`config.mk`:
```
export PLATFORM = sky130hd
export DESIGN_NAME = irs3_readout_ctrl_flat
export DESIGN_NICKNAME = d
export VERILOG_FILES = /design/src/rtl/irs3_readout_ctrl_if.sv /design/src/rtl/irs3_readout_ctrl.sv /design/src/flat_wrapper.sv
export SDC_FILE = /design/constraint.sdc
export NUM_CORES = 1
export LEC_CHECK = 0
export CAP_MARGIN = 30
export CELL_PAD_IN_SITES_DETAIL_PLACEMENT = 1
export CELL_PAD_IN_SITES_GLOBAL_PLACEMENT = 1
export CORE_MARGIN = 5
export CORE_UTILIZATION = 34
export DETAILED_ROUTE_END_ITERATION = 7
export HOLD_SLACK_MARGIN = 0.02
export MAX_ROUTING_LAYER = met4
export PLACE_DENSITY = 0.88
export SLEW_MARGIN = 15
export SYNTH_ARGS = -nofsm -noshare
export SYNTH_HDL_FRONTEND = slang
export SYNTH_SLANG_ARGS = --single-unit
```
`constraint.sdc`:
```
create_clock -name clk_i -period 2.35 [get_ports clk_i]
set_input_delay 0.47 -clock clk_i [delete_from_list [all_inputs] [get_ports clk_i]]
set_output_delay 0.47 -clock clk_i [all_outputs]
set_load 0.02 [all_outputs]
```
`src/rtl/irs3_readout_ctrl_if.sv`:
```
// Bundle of IRS3 read-control lines plus the sample stream towards the event builder.
// The master side is the readout controller; the slave side is the IRS3 and the downstream consumer.
interface irs3_readout_ctrl_if;
    logic        start_i;
    logic [8:0]  block_i;
    logic        rd_addr_rst_o;
    logic        rd_addr_adv_o;
    logic        doe_o;
    logic        smpall_o;
    logic [5:0]  smp_o;
    logic [2:0]  ch_o;
    logic [11:0] dat_i;
    logic [11:0] sample_o;
    logic [2:0]  sample_ch_o;
    logic [5:0]  sample_smp_o;
    logic        valid_o;
    logic        ready_i;
    logic        busy_o;
    logic        done_o;

    modport master (
        input  start_i, block_i, dat_i, ready_i,
        output rd_addr_rst_o, rd_addr_adv_o, doe_o, smpall_o, smp_o, ch_o,
               sample_o, sample_ch_o, sample_smp_o, valid_o, busy_o, done_o
    );

    modport slave (
        output start_i, block_i, dat_i, ready_i,
        input  rd_addr_rst_o, rd_addr_adv_o, doe_o, smpall_o, smp_o, ch_o,
               sample_o, sample_ch_o, sample_smp_o, valid_o, busy_o, done_o
    );
endinterface

```
`src/rtl/irs3_readout_ctrl.sv`:
```
// Reads one IRS3 storage block: resets the read address, advances it to the target block,
// then walks CH x SMP in ch-major order and streams each latched DAT word over valid/ready.
module irs3_readout_ctrl #(
    parameter int NCHAN        = 8,
    parameter int NSAMP        = 64,
    parameter int SETTLE       = 3,
    parameter int ADDR_RST_LEN = 2
) (
    input logic                 clk_i,
    input logic                 rst_n_i,
    irs3_readout_ctrl_if.master bus
);
    localparam int CNT_MAX = (SETTLE > ADDR_RST_LEN) ? SETTLE : ADDR_RST_LEN;
    localparam int CNT_W   = $clog2(CNT_MAX + 1);

    typedef enum logic [2:0] {
        S_IDLE, S_ARST, S_ADV_HI, S_ADV_LO, S_SETTLE, S_OUT, S_DONE
    } state_t;

    state_t             state, state_next;
    logic [8:0]         blk_cnt, blk_next;
    logic [CNT_W-1:0]   cnt, cnt_next;
    logic               take_sample;
    logic               handshake;
    logic               last;

    assign handshake    = (state == S_OUT) && bus.valid_o && bus.ready_i;
    assign last         = (bus.ch_o == 3'(NCHAN - 1)) && (bus.smp_o == 6'(NSAMP - 1));
    assign bus.smpall_o = 1'b0;

    // NOTE: every always_comb output gets a default first so no path can infer a latch.
    always_comb begin
        state_next  = state;
        blk_next    = blk_cnt;
        cnt_next    = cnt;
        take_sample = 1'b0;
        unique case (state)
            S_IDLE: begin
                if (bus.start_i) begin
                    state_next = S_ARST;
                    blk_next   = bus.block_i;
                    cnt_next   = CNT_W'(ADDR_RST_LEN - 1);
                end
            end
            S_ARST: begin
                if (cnt != '0) begin
                    cnt_next = cnt - 1'b1;
                end else if (blk_cnt != '0) begin
                    state_next = S_ADV_HI;
                end else begin
                    state_next = S_SETTLE;
                    cnt_next   = CNT_W'(SETTLE);
                end
            end
            S_ADV_HI: state_next = S_ADV_LO;
            S_ADV_LO: begin
                blk_next = blk_cnt - 9'd1;
                if (blk_cnt == 9'd1) begin
                    state_next = S_SETTLE;
                    cnt_next   = CNT_W'(SETTLE);
                end else begin
                    state_next = S_ADV_HI;
                end
            end
            // First entry waits one extra cycle for DOE to drive DAT; later entries only wait
            // SETTLE cycles after the CH/SMP change made on the handshake edge.
            S_SETTLE: begin
                if (cnt != '0) begin
                    cnt_next = cnt - 1'b1;
                end else begin
                    take_sample = 1'b1;
                    state_next  = S_OUT;
                end
            end
            S_OUT: begin
                if (handshake) begin
                    state_next = last ? S_DONE : S_SETTLE;
                    cnt_next   = CNT_W'(SETTLE - 1);
                end
            end
            S_DONE:  state_next = S_IDLE;
            default: state_next = S_IDLE;
        endcase
    end

    // NOTE: IRS3 control lines are registered from state_next so they are glitch-free
    // and still line up exactly with the state they belong to.
    always_ff @(posedge clk_i) begin
        if (!rst_n_i) begin
            state             <= S_IDLE;
            blk_cnt           <= '0;
            cnt               <= '0;
            bus.rd_addr_rst_o <= 1'b0;
            bus.rd_addr_adv_o <= 1'b0;
            bus.doe_o         <= 1'b0;
            bus.busy_o        <= 1'b0;
            bus.done_o        <= 1'b0;
            bus.smp_o         <= '0;
            bus.ch_o          <= '0;
            bus.sample_o      <= '0;
            bus.sample_ch_o   <= '0;
            bus.sample_smp_o  <= '0;
            bus.valid_o       <= 1'b0;
        end else begin
            state             <= state_next;
            blk_cnt           <= blk_next;
            cnt               <= cnt_next;
            bus.rd_addr_rst_o <= (state_next == S_ARST);
            bus.rd_addr_adv_o <= (state_next == S_ADV_HI);
            bus.doe_o         <= (state_next inside {S_SETTLE, S_OUT});
            bus.busy_o        <= (state_next != S_IDLE);
            bus.done_o        <= (state_next == S_DONE);

            if (take_sample) begin
                bus.sample_o     <= bus.dat_i;
                bus.sample_ch_o  <= bus.ch_o;
                bus.sample_smp_o <= bus.smp_o;
                bus.valid_o      <= 1'b1;
            end else if (handshake) begin
                bus.valid_o <= 1'b0;
            end

            // The last sample wraps both selects to zero, which leaves them cleared in DONE.
            if (handshake) begin
                if (bus.smp_o == 6'(NSAMP - 1)) begin
                    bus.smp_o <= '0;
                    bus.ch_o  <= last ? 3'd0 : bus.ch_o + 3'd1;
                end else begin
                    bus.smp_o <= bus.smp_o + 6'd1;
                end
            end
        end
    end
endmodule
```
`src/flat_wrapper.sv`:
```
// flat-port wrapper written by rule: the top's interface ports become plain ports
module irs3_readout_ctrl_flat 
#(
    parameter int NCHAN        = 8,
    parameter int NSAMP        = 64,
    parameter int SETTLE       = 3,
    parameter int ADDR_RST_LEN = 2
)
  (clk_i, rst_n_i, bus_start_i, bus_block_i, bus_dat_i, bus_ready_i, bus_rd_addr_rst_o, bus_rd_addr_adv_o, bus_doe_o, bus_smpall_o, bus_smp_o, bus_ch_o, bus_sample_o, bus_sample_ch_o, bus_sample_smp_o, bus_valid_o, bus_busy_o, bus_done_o);
  irs3_readout_ctrl_if bus_i ();
  input logic clk_i;
  input logic rst_n_i;
  input wire logic [$bits(bus_i.start_i)-1:0] bus_start_i;
  input wire logic [$bits(bus_i.block_i)-1:0] bus_block_i;
  input wire logic [$bits(bus_i.dat_i)-1:0] bus_dat_i;
  input wire logic [$bits(bus_i.ready_i)-1:0] bus_ready_i;
  output wire logic [$bits(bus_i.rd_addr_rst_o)-1:0] bus_rd_addr_rst_o;
  output wire logic [$bits(bus_i.rd_addr_adv_o)-1:0] bus_rd_addr_adv_o;
  output wire logic [$bits(bus_i.doe_o)-1:0] bus_doe_o;
  output wire logic [$bits(bus_i.smpall_o)-1:0] bus_smpall_o;
  output wire logic [$bits(bus_i.smp_o)-1:0] bus_smp_o;
  output wire logic [$bits(bus_i.ch_o)-1:0] bus_ch_o;
  output wire logic [$bits(bus_i.sample_o)-1:0] bus_sample_o;
  output wire logic [$bits(bus_i.sample_ch_o)-1:0] bus_sample_ch_o;
  output wire logic [$bits(bus_i.sample_smp_o)-1:0] bus_sample_smp_o;
  output wire logic [$bits(bus_i.valid_o)-1:0] bus_valid_o;
  output wire logic [$bits(bus_i.busy_o)-1:0] bus_busy_o;
  output wire logic [$bits(bus_i.done_o)-1:0] bus_done_o;
  assign bus_i.start_i = bus_start_i;
  assign bus_i.block_i = bus_block_i;
  assign bus_i.dat_i = bus_dat_i;
  assign bus_i.ready_i = bus_ready_i;
  assign bus_rd_addr_rst_o = bus_i.rd_addr_rst_o;
  assign bus_rd_addr_adv_o = bus_i.rd_addr_adv_o;
  assign bus_doe_o = bus_i.doe_o;
  assign bus_smpall_o = bus_i.smpall_o;
  assign bus_smp_o = bus_i.smp_o;
  assign bus_ch_o = bus_i.ch_o;
  assign bus_sample_o = bus_i.sample_o;
  assign bus_sample_ch_o = bus_i.sample_ch_o;
  assign bus_sample_smp_o = bus_i.sample_smp_o;
  assign bus_valid_o = bus_i.valid_o;
  assign bus_busy_o = bus_i.busy_o;
  assign bus_done_o = bus_i.done_o;
  irs3_readout_ctrl #(.NCHAN(NCHAN), .NSAMP(NSAMP), .SETTLE(SETTLE), .ADDR_RST_LEN(ADDR_RST_LEN)) u_core (.clk_i(clk_i), .rst_n_i(rst_n_i), .bus(bus_i));
endmodule
```
Word-level counts from Yosys, hierarchy flattened
Cells that the tools add are included.

storage, ports and cells
  bits in registers = 50
  latch bits = 0
  memory bits (writable) = 0
  bits in read-only memories = 0
  input bits = 25
  output and inout port bits = 37
  word-level logic and storage cells = 73
  memories kept = 0

cells by class
  $add $sub $neg = 4
  multipliers = 0
  divide/modulo/power cells = 0
  $lt $le $gt $ge = 0
  eq/ne operators = 18
  shift operators = 0
  mux-type cells = 23
  bitwise gates (word level) = 0
  reductions and logical operators = 14

operators with widths
  operator                                             count
  two-way mux 3 bit                                    7
  equality test 3 bit, second input constant           6
  case mux 3 bit (6 select lines)                      1
  case mux 9 bit (2 select lines)                      1
  two-way mux 2 bit                                    7
  case mux 2 bit (5 select lines)                      1
  equality test 3 x 2 -> 1 bit, second input constant  3
  equality test 9 x 1 -> 1 bit, second input constant  1
  two-way mux 9 bit                                    1
  nonzero test 9 bit                                   1
  subtractor 9 x 1 -> 9 bit, second input constant     1
  nonzero test 2 bit                                   4
  adder 6 x 1 -> 6 bit, second input constant          1
  equality test 3 x 1 -> 1 bit, second input constant  2
  equality test 6 bit, second input constant           1
  two-way mux 6 bit                                    1
  != test 2 x 1 -> 1 bit, second input constant        3
  AND reduction 6 bit                                  1
  nonzero test 5 bit                                   1
  two-way mux 1 bit                                    4
  AND reduction 2 bit                                  2
  adder 3 x 1 -> 3 bit, second input constant          1
  logical AND 1 bit                                    3
  zero test 3 bit                                      1
  4 further kinds                                      4

Logic depth before layout (Yosys ltp)
  word-level depth = 7
  depth in mapped cells = 6
  mapped depth without buffers = 6

Worst setup path before layout
No wires, ideal clock.

  kind = reg-to-reg
  from = reg u_core.bus.smp_o[0]
  to = reg u_core.bus.ch_o[1]
  library setup time = 0.070 ns
  arrival = 1.657 ns
  required time = 2.280 ns
  setup slack = 0.623 ns
  cell stages (with the launch flop) = 6
  buffers on the path = 0
  period minus slack after synthesis = 1.727 ns
  cell sequence = dfxtp_1 -> ha_1 -> and4b_1 -> nand3_1 -> or3b_2 -> a21oi_1

between the ends
  word-level cells in the longest chain between the ends = 3
  elaborated cells on any way between the ends = 4
  those cells by class = eq/ne: 1; mux: 1; reduce/logical: 2

ends and longest elaborated chain
  item                      line                                               text
  start: declaration        irs3_readout_ctrl_if.sv:23                         output rd_addr_rst_o, rd_addr_adv_o, doe_o, smpall_o, smp_o, ch_o,
  start signal: assignment  irs3_readout_ctrl.sv:129                           bus.smp_o <= bus.smp_o + 6'd1;
  equality test 6 bit (*)   irs3_readout_ctrl.sv:28, irs3_readout_ctrl.sv:125
  logical AND 1 bit         irs3_readout_ctrl.sv:28                            assign last = (bus.ch_o == 3'(NCHAN - 1)) && (bus.smp_o == 6'(NSAMP - 1));
  two-way mux 3 bit         irs3_readout_ctrl.sv:127                           bus.ch_o <= last ? 3'd0 : bus.ch_o + 3'd1;
  end signal: assignment    irs3_readout_ctrl.sv:127
  end: declaration          irs3_readout_ctrl_if.sv:23

Mark *: on every way between the ends. The rest lies on a longest branch, timed or not.
A chain may end at the register's enable or synchronous reset.

Worst setup path after layout
  from = reg u_core.state[0]
  to = reg u_core.blk_cnt[5]

between the ends
  word-level cells in the longest chain between the ends = 3
  elaborated cells on any way between the ends = 6
  those cells by class = eq/ne: 2; mux: 1; reduce/logical: 3

ends and longest elaborated chain
  item                                                                         line                      text
  start: declaration                                                           irs3_readout_ctrl.sv:20   state_t state, state_next;
  start signal: assignment                                                     irs3_readout_ctrl.sv:105  state <= state_next;
  equality test 3 x 2 -> 1 bit / zero test 3 bit (equally long branches)       irs3_readout_ctrl.sv:37   unique case (state)
  nonzero test 2 bit (no source line) / != test 2 bit (equally long branches)  --
  AND reduction 2 bit (no source line)                                         --
  end signal: assignment                                                       irs3_readout_ctrl.sv:106  blk_cnt <= blk_next;
  end: declaration                                                             irs3_readout_ctrl.sv:21   logic [8:0] blk_cnt, blk_next;

Several ways; a longest one is shown, not always the timed one.

==> metrics <==
status=complete, no violations; worst hold path type=reg -> reg; first-pass GRT wire length=10.61 mm; final cell count without fillers=406; slowest CP cell=dfxtp_1; vias per cell=5.214; vias in the first global route=~2200; final antenna-violating net count=0; via count=2117; Clock Tree Buf Depth=2; Tmin final=between 1500 and 2000 ps; CP endpoint kind=flop; max-cap viol count=0; Final WS setup=411.2 ps; RSZ-0062 raised after global routing=false; GRT Util Overall=15.76%; Clock Power Share=between 10% and 20%; area occupied by registers=1001 µm²; Combinational Power Share=about 36%; internal power=1.585 mW; n_diodes=0; post-cts gate resize count=0; pin count of the biggest net entering global routing=38; final instance area=2994 µm²; EDFF count, synth=0; hold buffer count at CTS=0; register bit total from synthesis=50; Post-Syn Nets=299; Detail Placement HPWL=around 4.6 mm; setup violators final=0; Place WS=200.2 ps; Worst-Margin Slew=651.9 ps; post-route clock period utilization=82.50%; Initial DRC Count=71; Worst EP arrival=between 2000 and 2500 ps; setup_tns=0 ps; die area=8256 µm²; Worst Skew=8.690 ps; Num CTS Buffers=5; drt wl/cell=15.17 µm; most frequent cells in the layout=60 x clkdlybuf4s50_1, 55 x nand2_1, 50 x dfxtp_1; hold_ws=approximately 460 ps; top_reg_cell synth=dfxtp_1; Syn Std Cell Area=2223 µm²; drt drc=0; Placement Cell Area=2908 µm²; Async S/R FF share, synth=0%; Slew Viols, Final=0; root buf cell=clkbuf_8; GRT overflow=0; Switching Share=a little under two fifths; Cell Count Post-Placement=398; GPL Wtd Cong=roughly 0.84; layout cell share with drive strength beyond 1=between 5 and 6%; Syn-to-layout area delta=34.67%; Die Ht=slightly above 90 µm; # rows=29; PD cells=841.5 nW/µm²; CP Class=reg -> reg; Sink Count=50; initial core utilization=a little over a third; die extent in x=~91 µm; share of power burned in registers=44.1%; postcts setup bufs=0; fill cell count=757; Hold Vio Cnt, Final=0; YS warnings=0; Core Area=6350 µm²; commonest non-fill, non-tap cell in the layout=clkdlybuf4s50_1; CP Data Required Time=2580 ps; total power=roughly 2.5 mW; Max Fclk=515.8 MHz; relative slew slack=56.47%; initial antenna violation count=0; maximum vdd drop=~0.41 mV; P_sw=0.9350 mW; Pleak=1.081 nW; multi-input combinational cell area=1142 µm²; sequential area share after synthesis=45.02%; CP peak stage delay=660 ps; synth unique cells=48; final core utilization=47.15%; Ports=62; Mean Syn Cell Area=8.327 µm²; Skew-Pair Late Insertion Delay=slightly above 300 ps; Reg clk slew, reported paths=90 ps; drt pass-1 iters=4; final wirelength=6.159 mm; port bufs=60; Synth Instances=approximately 270; htree depth=2; worst-path fanout max=13; CTS tree=built; Startpoint Class=flop; Nets=360; critical-path cell list=nand3b_4 -> or3_1 -> or4_1 -> a31oi_1
==> layout make-up <==
| cell class | count | share of cell area [%] |
|---|---|---|
| Timing Repair Buffer | 65 | 21.31 |
| Inverter | 8 | 1.003 |
| Tap cell | 77 | 3.218 |
| Clock buffer | 6 | 2.424 |
| Multi-Input combinational cell | 198 | 38.15 |
| Sequential cell | 50 | 33.43 |
| Clock inverter | 2 | 0.4597 |
==> routing by layer <==
metal | vias to the layer above | routed length, µm | track usage, %
met4 | 0 | 80 | 5.257
met3 | 7 | 237 | 2.417
li1 | 1056 | - | -
met1 | 1019 | 2625 | 17.72
met5 | - | 0 | -
met2 | 35 | 3216 | 28.33
==> Yosys cell counts (4+ instances only) <==
library cell / number / area [µm²]
a21oi_1: 34 / 170.2
a31oi_1: 4 / 25.02
clkbuf_1: 8 / 30.03
dfxtp_1: 50 / 1001
ha_1: 7 / 87.58
inv_1: 7 / 26.28
nand2_1: 55 / 206.5
nand2b_1: 4 / 25.02
nand3_1: 7 / 35.03
nor2_1: 18 / 67.56
nor2b_1: 4 / 25.02
nor3_1: 5 / 25.02
nor4_1: 5 / 31.28
o21ai_0: 7 / 35.03
or3_1: 4 / 25.02
==> sequential cells by signal (all words and copies together) (netlist names) <==
signal                    count
u_core.bus.sample_o          12
u_core.blk_cnt                9
u_core.bus.sample_smp_o       6
u_core.bus.smp_o              6
u_core.bus.ch_o               3
u_core.bus.sample_ch_o        3
u_core.state                  3
u_core.cnt                    2
u_core.bus.busy_o             1
u_core.bus.doe_o              1
u_core.bus.done_o             1
u_core.bus.rd_addr_adv_o      1
u_core.bus.rd_addr_rst_o      1
u_core.bus.valid_o            1
==> final timing paths <==
path / start / to / slack, ps / cells past startpoint
worst min-delay path: u_core.bus.sample_o[11] / u_core.bus.sample_o[11] / 460 / 2
worst min register to register: u_core.bus.sample_o[11] / u_core.bus.sample_o[11] / 460 / 2
worst max register to register: u_core.state[0] / u_core.blk_cnt[5] / 410 / 4
worst max-delay path: u_core.state[0] / u_core.blk_cnt[5] / 410 / 4
==> power by group through the flow <==
stage                     combinational, mW  sequential, mW  clock, mW
final                                 0.912            1.11      0.497
after global routing                   1.02            1.14      0.560
after CTS                             0.918            1.11      0.516
after detailed placement              0.914            1.13          0
after global placement                0.875            1.12          0
after floorplan                       0.597            1.12          0
==> cell families (layout without fill, tap and decap cells) <==
family | count (synthesis) | count (layout) | share of synthesized area [%]
buffers and inverters | 19 | 81 | 3.601
AND/OR/NAND/NOR | 121 | 121 | 27.46
AO/OA/AOI/OAI | 62 | 62 | 16.88
flip-flops | 50 | 50 | 45.02
XOR/XNOR | 5 | 5 | 1.970
adder cells (fa/ha/maj) | 7 | 7 | 3.939
multiplexers | 2 | 2 | 0.9567
other | 1 | 1 | 0.1687
==> critical path, delay by kind of cell (launching register included) <==
family / cells / cell delay (ps)
flip-flops: 1 / 660
AO/OA/AOI/OAI: 1 / 190
AND/OR/NAND/NOR: 3 / 1020
(Power assumes the default switching activity.)
